[src/rtl/i2c_reg_access_ctrl_if.sv]
// Request/response port plus i2c_master cmd/data streams of the register sequencer.
// slave = sequencer view, master = surrounding logic / i2c_master view.
interface i2c_reg_access_ctrl_if #(
  parameter int REG_ADDR_BYTES = 1
);
  logic                        req_valid;
  logic                        req_ready;
  logic                        req_read;
  logic [6:0]                  req_dev_addr;
  logic [8*REG_ADDR_BYTES-1:0] req_reg_addr;
  logic [7:0]                  req_wdata;
  logic                        resp_valid;
  logic                        resp_ready;
  logic [7:0]                  resp_rdata;
  logic                        resp_error;
  logic                        resp_timeout;
  logic [6:0]                  m_cmd_address;
  logic                        m_cmd_start;
  logic                        m_cmd_read;
  logic                        m_cmd_write;
  logic                        m_cmd_write_multiple;
  logic                        m_cmd_stop;
  logic                        m_cmd_valid;
  logic                        m_cmd_ready;
  logic [7:0]                  m_data_tdata;
  logic                        m_data_tvalid;
  logic                        m_data_tready;
  logic                        m_data_tlast;
  logic [7:0]                  s_data_tdata;
  logic                        s_data_tvalid;
  logic                        s_data_tready;
  logic                        m_busy;
  logic                        m_missed_ack;

  modport slave (
    input  req_valid, req_read, req_dev_addr,
    input  req_reg_addr, req_wdata, resp_ready,
    output req_ready, resp_valid, resp_rdata,
    output resp_error, resp_timeout,
    output m_cmd_address, m_cmd_start, m_cmd_read,
    output m_cmd_write, m_cmd_write_multiple,
    output m_cmd_stop, m_cmd_valid,
    input  m_cmd_ready,
    output m_data_tdata, m_data_tvalid, m_data_tlast,
    input  m_data_tready,
    input  s_data_tdata, s_data_tvalid,
    output s_data_tready,
    input  m_busy, m_missed_ack
  );

  modport master (
    output req_valid, req_read, req_dev_addr,
    output req_reg_addr, req_wdata, resp_ready,
    input  req_ready, resp_valid, resp_rdata,
    input  resp_error, resp_timeout,
    input  m_cmd_address, m_cmd_start, m_cmd_read,
    input  m_cmd_write, m_cmd_write_multiple,
    input  m_cmd_stop, m_cmd_valid,
    output m_cmd_ready,
    input  m_data_tdata, m_data_tvalid, m_data_tlast,
    output m_data_tready,
    output s_data_tdata, s_data_tvalid,
    input  s_data_tready,
    output m_busy, m_missed_ack
  );
endinterface

[src/rtl/i2c_reg_access_ctrl.sv]
// Turns one register read/write request into i2c_master cmd/data stream
// transactions and reports read data, NACK and timeout status.
module i2c_reg_access_ctrl #(
  parameter int REG_ADDR_BYTES = 1,
  parameter int TIMEOUT_CYCLES = 65535
) (
  input logic clk,
  input logic rst_n,
  i2c_reg_access_ctrl_if.slave bus
);
  localparam int RW = 8 * REG_ADDR_BYTES;
  localparam int IW = (REG_ADDR_BYTES > 1) ? $clog2(REG_ADDR_BYTES) : 1;
  localparam logic [IW-1:0] LAST = IW'(REG_ADDR_BYTES - 1);
  localparam logic [15:0] TLIM = 16'(TIMEOUT_CYCLES - 1);

  typedef enum logic [2:0] {
    IDLE, CMD1, REG, WDATA, CMD2, RDATA, WAIT_IDLE, DONE
  } state_t;

  typedef struct packed {
    logic       req_ready;
    logic       resp_valid;
    logic [7:0] resp_rdata;
    logic       resp_error;
    logic       resp_timeout;
    logic [6:0] cmd_address;
    logic       cmd_start;
    logic       cmd_read;
    logic       cmd_write;
    logic       cmd_wm;
    logic       cmd_stop;
    logic       cmd_valid;
    logic [7:0] tdata;
    logic       tvalid;
    logic       tlast;
    logic       s_tready;
  } out_t;

  localparam out_t OUT_RST = '{req_ready: 1'b1, default: '0};

  state_t state, state_n;
  out_t o, o_n;
  logic rd, rd_n;
  logic [6:0] dev, dev_n;
  logic [RW-1:0] rega, rega_n, sh;
  logic [7:0] wd, wd_n, rdat, rdat_n;
  logic [IW-1:0] idx, idx_n;
  logic [15:0] cnt, cnt_n;
  logic err, err_n, tmo, tmo_n, fail;
  logic idle_seen, idle_seen_n;
  logic active, expired, cmd_hs, dat_hs, rx_hs;

  assign active = state inside {CMD1, REG, WDATA, CMD2, RDATA, WAIT_IDLE};
  assign expired = active && (cnt >= TLIM);
  assign cmd_hs = o.cmd_valid && bus.m_cmd_ready;
  assign dat_hs = o.tvalid && bus.m_data_tready;
  assign rx_hs = o.s_tready && bus.s_data_tvalid;

  always_ff @(posedge clk) begin
    if (!rst_n) begin
      state <= IDLE;
      o <= OUT_RST;
      rd <= 1'b0;
      dev <= '0;
      rega <= '0;
      wd <= '0;
      rdat <= '0;
      idx <= '0;
      cnt <= '0;
      err <= 1'b0;
      tmo <= 1'b0;
      idle_seen <= 1'b0;
    end else begin
      state <= state_n;
      o <= o_n;
      rd <= rd_n;
      dev <= dev_n;
      rega <= rega_n;
      wd <= wd_n;
      rdat <= rdat_n;
      idx <= idx_n;
      cnt <= cnt_n;
      err <= err_n;
      tmo <= tmo_n;
      idle_seen <= idle_seen_n;
    end
  end

  always_comb begin
    state_n = state;
    rd_n = rd;
    dev_n = dev;
    rega_n = rega;
    wd_n = wd;
    rdat_n = rdat;
    idx_n = idx;
    idle_seen_n = idle_seen;
    err_n = err | (active & bus.m_missed_ack);
    tmo_n = tmo;
    cnt_n = cnt;
    // Timeout wins over any handshake finishing in the same cycle
    if (expired) begin
      state_n = DONE;
      tmo_n = 1'b1;
    end else begin
      unique case (state)
        IDLE: if (bus.req_valid && o.req_ready) begin
          state_n = CMD1;
          rd_n = bus.req_read;
          dev_n = bus.req_dev_addr;
          rega_n = bus.req_reg_addr;
          wd_n = bus.req_wdata;
          rdat_n = '0;
          idx_n = '0;
          err_n = 1'b0;
          tmo_n = 1'b0;
        end
        CMD1: if (cmd_hs) state_n = REG;
        REG: if (dat_hs) begin
          if (idx == LAST) state_n = rd ? CMD2 : WDATA;
          else idx_n = idx + 1'b1;
        end
        WDATA: if (dat_hs) state_n = WAIT_IDLE;
        CMD2: if (cmd_hs) state_n = RDATA;
        RDATA: if (rx_hs) begin
          rdat_n = bus.s_data_tdata;
          state_n = WAIT_IDLE;
        end
        WAIT_IDLE: begin
          idle_seen_n = !bus.m_busy;
          if (idle_seen && !bus.m_busy) state_n = DONE;
        end
        DONE: if (o.resp_valid && bus.resp_ready) state_n = IDLE;
        default: state_n = IDLE;
      endcase
    end
    if (state_n != state) begin
      cnt_n = '0;
      idle_seen_n = 1'b0;
    end else if (active && cnt != 16'hFFFF) begin
      cnt_n = cnt + 16'd1;
    end
  end

  // Outputs are decoded from the next state so they leave the flops aligned with it
  always_comb begin
    o_n = '0;
    fail = err_n | tmo_n;
    sh = rega_n << (8 * idx_n);
    unique case (state_n)
      IDLE: o_n.req_ready = 1'b1;
      CMD1: begin
        o_n.cmd_valid = 1'b1;
        o_n.cmd_address = dev_n;
        o_n.cmd_start = 1'b1;
        o_n.cmd_wm = 1'b1;
        o_n.cmd_stop = !rd_n;
      end
      REG: begin
        o_n.tvalid = 1'b1;
        o_n.tdata = sh[RW-1 -: 8];
        o_n.tlast = rd_n && (idx_n == LAST);
      end
      WDATA: begin
        o_n.tvalid = 1'b1;
        o_n.tdata = wd_n;
        o_n.tlast = 1'b1;
      end
      CMD2: begin
        o_n.cmd_valid = 1'b1;
        o_n.cmd_address = dev_n;
        o_n.cmd_start = 1'b1;
        o_n.cmd_read = 1'b1;
        o_n.cmd_stop = 1'b1;
      end
      RDATA: o_n.s_tready = 1'b1;
      DONE: begin
        o_n.resp_valid = 1'b1;
        o_n.resp_error = fail;
        o_n.resp_timeout = tmo_n;
        o_n.resp_rdata = (fail || !rd_n) ? 8'h00 : rdat_n;
      end
      default: o_n = '0;
    endcase
  end

  assign bus.req_ready = o.req_ready;
  assign bus.resp_valid = o.resp_valid;
  assign bus.resp_rdata = o.resp_rdata;
  assign bus.resp_error = o.resp_error;
  assign bus.resp_timeout = o.resp_timeout;
  assign bus.m_cmd_address = o.cmd_address;
  assign bus.m_cmd_start = o.cmd_start;
  assign bus.m_cmd_read = o.cmd_read;
  assign bus.m_cmd_write = o.cmd_write;
  assign bus.m_cmd_write_multiple = o.cmd_wm;
  assign bus.m_cmd_stop = o.cmd_stop;
  assign bus.m_cmd_valid = o.cmd_valid;
  assign bus.m_data_tdata = o.tdata;
  assign bus.m_data_tvalid = o.tvalid;
  assign bus.m_data_tlast = o.tlast;
  assign bus.s_data_tready = o.s_tready;
endmodule
[src/flat_wrapper.sv]
// flat-port wrapper written by rule: the top's interface ports become plain ports
module i2c_reg_access_ctrl_flat 
#(
  parameter int REG_ADDR_BYTES = 1,
  parameter int TIMEOUT_CYCLES = 65535
)
  (clk, rst_n, bus_req_valid, bus_req_read, bus_req_dev_addr, bus_req_reg_addr, bus_req_wdata, bus_resp_ready, bus_req_ready, bus_resp_valid, bus_resp_rdata, bus_resp_error, bus_resp_timeout, bus_m_cmd_address, bus_m_cmd_start, bus_m_cmd_read, bus_m_cmd_write, bus_m_cmd_write_multiple, bus_m_cmd_stop, bus_m_cmd_valid, bus_m_cmd_ready, bus_m_data_tdata, bus_m_data_tvalid, bus_m_data_tlast, bus_m_data_tready, bus_s_data_tdata, bus_s_data_tvalid, bus_s_data_tready, bus_m_busy, bus_m_missed_ack);
  i2c_reg_access_ctrl_if #(.REG_ADDR_BYTES(REG_ADDR_BYTES)) bus_i ();
  input logic clk;
  input logic rst_n;
  input wire logic [$bits(bus_i.req_valid)-1:0] bus_req_valid;
  input wire logic [$bits(bus_i.req_read)-1:0] bus_req_read;
  input wire logic [$bits(bus_i.req_dev_addr)-1:0] bus_req_dev_addr;
  input wire logic [$bits(bus_i.req_reg_addr)-1:0] bus_req_reg_addr;
  input wire logic [$bits(bus_i.req_wdata)-1:0] bus_req_wdata;
  input wire logic [$bits(bus_i.resp_ready)-1:0] bus_resp_ready;
  output wire logic [$bits(bus_i.req_ready)-1:0] bus_req_ready;
  output wire logic [$bits(bus_i.resp_valid)-1:0] bus_resp_valid;
  output wire logic [$bits(bus_i.resp_rdata)-1:0] bus_resp_rdata;
  output wire logic [$bits(bus_i.resp_error)-1:0] bus_resp_error;
  output wire logic [$bits(bus_i.resp_timeout)-1:0] bus_resp_timeout;
  output wire logic [$bits(bus_i.m_cmd_address)-1:0] bus_m_cmd_address;
  output wire logic [$bits(bus_i.m_cmd_start)-1:0] bus_m_cmd_start;
  output wire logic [$bits(bus_i.m_cmd_read)-1:0] bus_m_cmd_read;
  output wire logic [$bits(bus_i.m_cmd_write)-1:0] bus_m_cmd_write;
  output wire logic [$bits(bus_i.m_cmd_write_multiple)-1:0] bus_m_cmd_write_multiple;
  output wire logic [$bits(bus_i.m_cmd_stop)-1:0] bus_m_cmd_stop;
  output wire logic [$bits(bus_i.m_cmd_valid)-1:0] bus_m_cmd_valid;
  input wire logic [$bits(bus_i.m_cmd_ready)-1:0] bus_m_cmd_ready;
  output wire logic [$bits(bus_i.m_data_tdata)-1:0] bus_m_data_tdata;
  output wire logic [$bits(bus_i.m_data_tvalid)-1:0] bus_m_data_tvalid;
  output wire logic [$bits(bus_i.m_data_tlast)-1:0] bus_m_data_tlast;
  input wire logic [$bits(bus_i.m_data_tready)-1:0] bus_m_data_tready;
  input wire logic [$bits(bus_i.s_data_tdata)-1:0] bus_s_data_tdata;
  input wire logic [$bits(bus_i.s_data_tvalid)-1:0] bus_s_data_tvalid;
  output wire logic [$bits(bus_i.s_data_tready)-1:0] bus_s_data_tready;
  input wire logic [$bits(bus_i.m_busy)-1:0] bus_m_busy;
  input wire logic [$bits(bus_i.m_missed_ack)-1:0] bus_m_missed_ack;
  assign bus_i.req_valid = bus_req_valid;
  assign bus_i.req_read = bus_req_read;
  assign bus_i.req_dev_addr = bus_req_dev_addr;
  assign bus_i.req_reg_addr = bus_req_reg_addr;
  assign bus_i.req_wdata = bus_req_wdata;
  assign bus_i.resp_ready = bus_resp_ready;
  assign bus_req_ready = bus_i.req_ready;
  assign bus_resp_valid = bus_i.resp_valid;
  assign bus_resp_rdata = bus_i.resp_rdata;
  assign bus_resp_error = bus_i.resp_error;
  assign bus_resp_timeout = bus_i.resp_timeout;
  assign bus_m_cmd_address = bus_i.m_cmd_address;
  assign bus_m_cmd_start = bus_i.m_cmd_start;
  assign bus_m_cmd_read = bus_i.m_cmd_read;
  assign bus_m_cmd_write = bus_i.m_cmd_write;
  assign bus_m_cmd_write_multiple = bus_i.m_cmd_write_multiple;
  assign bus_m_cmd_stop = bus_i.m_cmd_stop;
  assign bus_m_cmd_valid = bus_i.m_cmd_valid;
  assign bus_i.m_cmd_ready = bus_m_cmd_ready;
  assign bus_m_data_tdata = bus_i.m_data_tdata;
  assign bus_m_data_tvalid = bus_i.m_data_tvalid;
  assign bus_m_data_tlast = bus_i.m_data_tlast;
  assign bus_i.m_data_tready = bus_m_data_tready;
  assign bus_i.s_data_tdata = bus_s_data_tdata;
  assign bus_i.s_data_tvalid = bus_s_data_tvalid;
  assign bus_s_data_tready = bus_i.s_data_tready;
  assign bus_i.m_busy = bus_m_busy;
  assign bus_i.m_missed_ack = bus_m_missed_ack;
  i2c_reg_access_ctrl #(.REG_ADDR_BYTES(REG_ADDR_BYTES), .TIMEOUT_CYCLES(TIMEOUT_CYCLES)) u_core (.clk(clk), .rst_n(rst_n), .bus(bus_i));
endmodule
[config.mk]
export PLATFORM = sky130hd
export DESIGN_NAME = i2c_reg_access_ctrl_flat
export DESIGN_NICKNAME = d
export VERILOG_FILES = /design/src/rtl/i2c_reg_access_ctrl_if.sv /design/src/rtl/i2c_reg_access_ctrl.sv /design/src/flat_wrapper.sv
export SDC_FILE = /design/constraint.sdc
export NUM_CORES = 1
export LEC_CHECK = 0
export BUFFER_PORTS_ARGS = -buffer_cell sky130_fd_sc_hd__clkbuf_2
export CORE_MARGIN = 2
export CORE_UTILIZATION = 58
export CTS_CLUSTER_SIZE = 20
export DETAILED_ROUTE_END_ITERATION = 12
export PLACE_DENSITY = 0.84
export SLEW_MARGIN = 20
export SYNTH_ARGS = -nofsm -noshare
export SYNTH_HDL_FRONTEND = slang
export SYNTH_SLANG_ARGS = --single-unit
[constraint.sdc]
create_clock -name clk -period 2.9 [get_ports clk]
set_input_delay 0.145 -clock clk [delete_from_list [all_inputs] [get_ports clk]]
set_output_delay 0.145 -clock clk [all_outputs]
set_load 0.02 [all_outputs]
==> impl_summary.txt <==
----------------------------------------------------
[GRT]
  Number of antenna violations at the first check in global routing ... 0
  Pin count of the biggest net entering global routing ... 50
  Total congestion overflow after global routing ... 0
  Vias in the first global route ... 3025
  All-Layer GR Usage ... 0.2447
  First-pass GRT wire length ... 14000 um

[Drt]
  WL final ... 8177 um
  Number of DRC markers after the initial detailed-route iteration ... 179
  Routed wirelength normalized by instance count ... 15.28 um
  Number of nets with antenna violations after routing ... 0
  Count of unresolved DRC violations after routing ... 0
  First-pass detailed-route iteration total ... 4
  Routed vias ... 3057
  Via/cell ratio ... 5.714

[STA]
  Final-report hold violation count ... 0
  Transition time of the tightest slew-check pin ... 0.7609 ns
  RSZ-0062 raised after global routing ... no
  Setup_tns ... 0 ns
  Worst max-slew margin expressed relative to the limit ... 0.4889
  Hold Slack ... 0.04651 ns
  Fmax ... 380.9 MHz
  Post-layout minimum cycle time ... 2.625 ns
  Max Slew Vio Count ... 0
  Final setup fails ... 0
  Share of the clock period used by the worst path after layout ... 0.9052
  Setup skew after layout ... 0.009670 ns

[Setup path]
  Crit path largest cell delay ... 0.80 ns
  Startpoint type of the worst setup path ... register
  Cell chain of the critical path ... nor3_1 > a21oi_2 > and3_4 > o21ai_1 > a21o_1 > a2111oi_2
  Highest fanout seen on the critical path ... 20
  Type of the worst setup path ... reg2reg
  FF-to-FF End ... u_core.cnt[1]
  Critical path startpoint ... u_core.state[0]
  Cell class contributing the biggest share of worst-path delay ... compound AO/OA/AOI/OAI gates
  Number of cells on the worst reg-to-reg path ... 6
  Nature of the critical path endpoint ... register
  Worst EP arrival ... 2.88 ns
  Buffers & Inverters on Critical Path ... 0
  CP Data Required Time ... 3.15 ns
  Crit path capture ... u_core.cnt[1]
  Reg2reg setup slack ... 0.27 ns
  Slowest-stage cell, CP ... sky130_fd_sc_hd__dfxtp_1
  Cell count along the critical path ... 6
  Startpoint of the most critical register-to-register path ... u_core.state[0]

[Cells and area]
  Number of nets in the layout ... 498
  Share of layout cells above drive strength 1 ... 0.2652
  Most frequent standard cell in the layout excluding fill and tap cells ... sky130_fd_sc_hd__dfxtp_1
  Diodes inserted ... 0
  P&R area growth vs syn ... 17.32%
  Highest-count cells in the layout ignoring fill and taps ... 89 x sky130_fd_sc_hd__dfxtp_1, 75 x sky130_fd_sc_hd__clkbuf_2, 49 x sky130_fd_sc_hd__nor2_1, 27 x sky130_fd_sc_hd__nand2_1, 24 x sky130_fd_sc_hd__mux2i_1
  Non-Filler Instances ... 535

[Power and ir drop]
  Total power density per cell area ... 610.4 nW/um2
  LEAKAGE ... 1.901 nW
  Worst supply voltage drop on vdd ... 0.4732 mV

[Worst hold path]
  Class of the most critical hold timing path ... in2reg

[Floorplan]
  Chip Height ... 83.46 um
  Placeable core area ... 6026 um2
  Starting density of the core ... 0.6078
  Cell row count ... 28
  DIE WIDTH ... 83.46 um
  Full die area ... 6966 um2
  # IOs ... 77

[Status]
  Outcome ... completed

[Clock tree]
  Count of H-tree levels built during CTS ... 3
  Maximum number of buffers from clock root to sink ... 2
  Worst-Skew Late Latency ... 0.36 ns
  Post-cts repair resize count ... 0
  Cts bufs inserted ... 9
  Root Buffer ... sky130_fd_sc_hd__clkbuf_8
  Clock transition at the registers of the reported paths ... 0.09 ns
  Clk sinks ... 89
  Clock tree from TritonCTS ... yes
  Number of hold-repair buffers added at the cts stage ... 0
  Setup Buffers After CTS ... 0

[Placement]
  Routability cong. ... 0.9420
  Instance count after placement with tap cells included ... 519
  Dpl hpwl ... 5816 um
  Number of I/O port buffers ... 75

[Yosys]
  Count of yosys warnings during synthesis ... 0
  Cells after Synth ... 382
  Syn_area_per_cell ... 9.587 um2
  Biggest area consumer among synthesized cells ... sky130_fd_sc_hd__dfxtp_1
  Asr flop ratio synth ... 0
  Sequential fraction of the synthesis area ... 0.4865
  Number of storage elements in the synthesis netlist ... 89
  Top FF cell, synth ... sky130_fd_sc_hd__dfxtp_1
  Cell variety after synth ... 54
  Net count of the mapped netlist ... 425
  Cell types occupying the most area after synthesis ... sky130_fd_sc_hd__dfxtp_1 49%, sky130_fd_sc_hd__mux2i_1 6.6%, sky130_fd_sc_hd__nor2_1 5.0%
  Area fraction of the dominant cell type after synthesis ... 0.4865
  EDFF count, synth ... 0
  Post-Synthesis Cell Area ... 3662 um2

[Run]
  Number of maximum-capacitance violations ... 0

----------------------------------------------------
-- routing by layer --
| layer | share of wire | vias up | track usage |
|---|---|---|---|
| met4 | 0.0099 | 0 | 0.07038 |
| met3 | 0.063 | 8 | 0.07023 |
| met2 | 0.49 | 93 | 0.4076 |
| met1 | 0.43 | 1451 | 0.3110 |
| li1 | - | 1505 | - |
| met5 | 0 | - | 0 |
-- synth_stat cells (2+ instances only) --
cell type                   count
sky130_fd_sc_hd__nor2b_1        2
sky130_fd_sc_hd__a211oi_1       3
sky130_fd_sc_hd__nand4_1        9
sky130_fd_sc_hd__nand2_1       27
sky130_fd_sc_hd__nor3_2        10
sky130_fd_sc_hd__and2_1        11
sky130_fd_sc_hd__xnor2_1        7
sky130_fd_sc_hd__a22oi_1        2
sky130_fd_sc_hd__a21o_1         5
sky130_fd_sc_hd__buf_4          3
sky130_fd_sc_hd__o21a_1         4
sky130_fd_sc_hd__xor2_1         7
sky130_fd_sc_hd__a21oi_1       18
sky130_fd_sc_hd__and4_1         2
sky130_fd_sc_hd__a32oi_1        8
sky130_fd_sc_hd__buf_6          2
sky130_fd_sc_hd__mux2i_1       24
sky130_fd_sc_hd__nor2_1        49
sky130_fd_sc_hd__a31oi_1        2
sky130_fd_sc_hd__o21ai_1        3
sky130_fd_sc_hd__nor4_1         9
sky130_fd_sc_hd__nor4_2         2
sky130_fd_sc_hd__nor3_1         9
sky130_fd_sc_hd__a2111oi_2      2
sky130_fd_sc_hd__ha_1           2
sky130_fd_sc_hd__dfxtp_1       89
sky130_fd_sc_hd__o22ai_1        2
sky130_fd_sc_hd__and3_1         5
sky130_fd_sc_hd__and3b_1        3
sky130_fd_sc_hd__o31ai_1        2
sky130_fd_sc_hd__buf_2          9
sky130_fd_sc_hd__nand3_1       18
sky130_fd_sc_hd__inv_1          4
sky130_fd_sc_hd__clkbuf_1       8
-- worst min-delay path by stage --
stage	endpoint	slack, ns	cells after the start	from
2_1_floorplan	u_core.bus.req_ready	0.22	1	rst_n
3_3_place_gp	u_core.bus.req_ready	0.40	2	rst_n
3_5_place_dp	u_core.bus.req_ready	0.41	2	rst_n
4_1_cts	u_core.bus.req_ready	0.04	2	rst_n
5_1_grt	u_core.bus.req_ready	0.04	2	rst_n
6_report	u_core.bus.req_ready	0.05	2	rst_n
-- stage by stage --
| step | worst slack, ns | cell area (um2) | power, mW | util |
|---|---|---|---|---|
| 4_1_cts | 0.3097 | 4297 | 2.634 | 0.7130 |
| 6_report | 0.2749 | 4297 | 2.622 | 0.7130 |
| 5_1_grt | 0.03248 | 4297 | 2.737 | 0.7130 |
| 2_1_floorplan | 0.9513 | 3662 | 1.625 | - |
| 3_5_place_dp | 0.3198 | 4079 | 1.729 | 0.6769 |
| 3_3_place_gp | 0.4080 | 4079 | 1.717 | 0.6769 |
-- flip-flops by register name (all words and copies together) (netlist names), 3 cells and up --
register and cells:
u_core.bus.m_data_tdata 8, u_core.bus.m_cmd_address 7, u_core.wd 8, u_core.rdat 8, u_core.bus.resp_rdata 8, u_core.state 3, u_core.dev 7, u_core.cnt 16
u_core.rega 8
-- layout make-up --
| class | count | area, um2 |
|---|---|---|
| Clock inverter | 7 | 93.84 |
| Tap cell | 75 | 93.84 |
| Inverter | 4 | 15.01 |
| Fill cell | 464 | 1729 |
| Multi-Input combinational cell | 267 | 1745 |
| Clock buffer | 9 | 123.9 |
| Sequential cell | 89 | 1782 |
| Timing Repair Buffer | 84 | 442.9 |
-- cells by family (layout without fill, tap and decap cells) --
kind of cell,count (synthesis),after routing,share of synthesized area
flops,89,89,0.4865
other cells,1,1,0.001024
buf+inv,26,104,0.03690
simple gates,167,167,0.2504
compound gates,58,58,0.1117
xor+xnor,15,15,0.04100
mux,24,24,0.06560
fa+ha+maj,2,2,0.006832
-- power breakdown --
| group | leakage [nW] | total, mW | switching, mW | internal [mW] |
|---|---|---|---|---|
| clock | 0.106 | 0.920 | 0.435 | 0.485 |
| sequential | 0.722 | 1.31 | 0.0357 | 1.27 |
| combinational | 1.07 | 0.393 | 0.248 | 0.145 |
| total | 1.90 | 2.62 | 0.719 | 1.90 |
No activity file was read; power rests on OpenSTA's default activity.
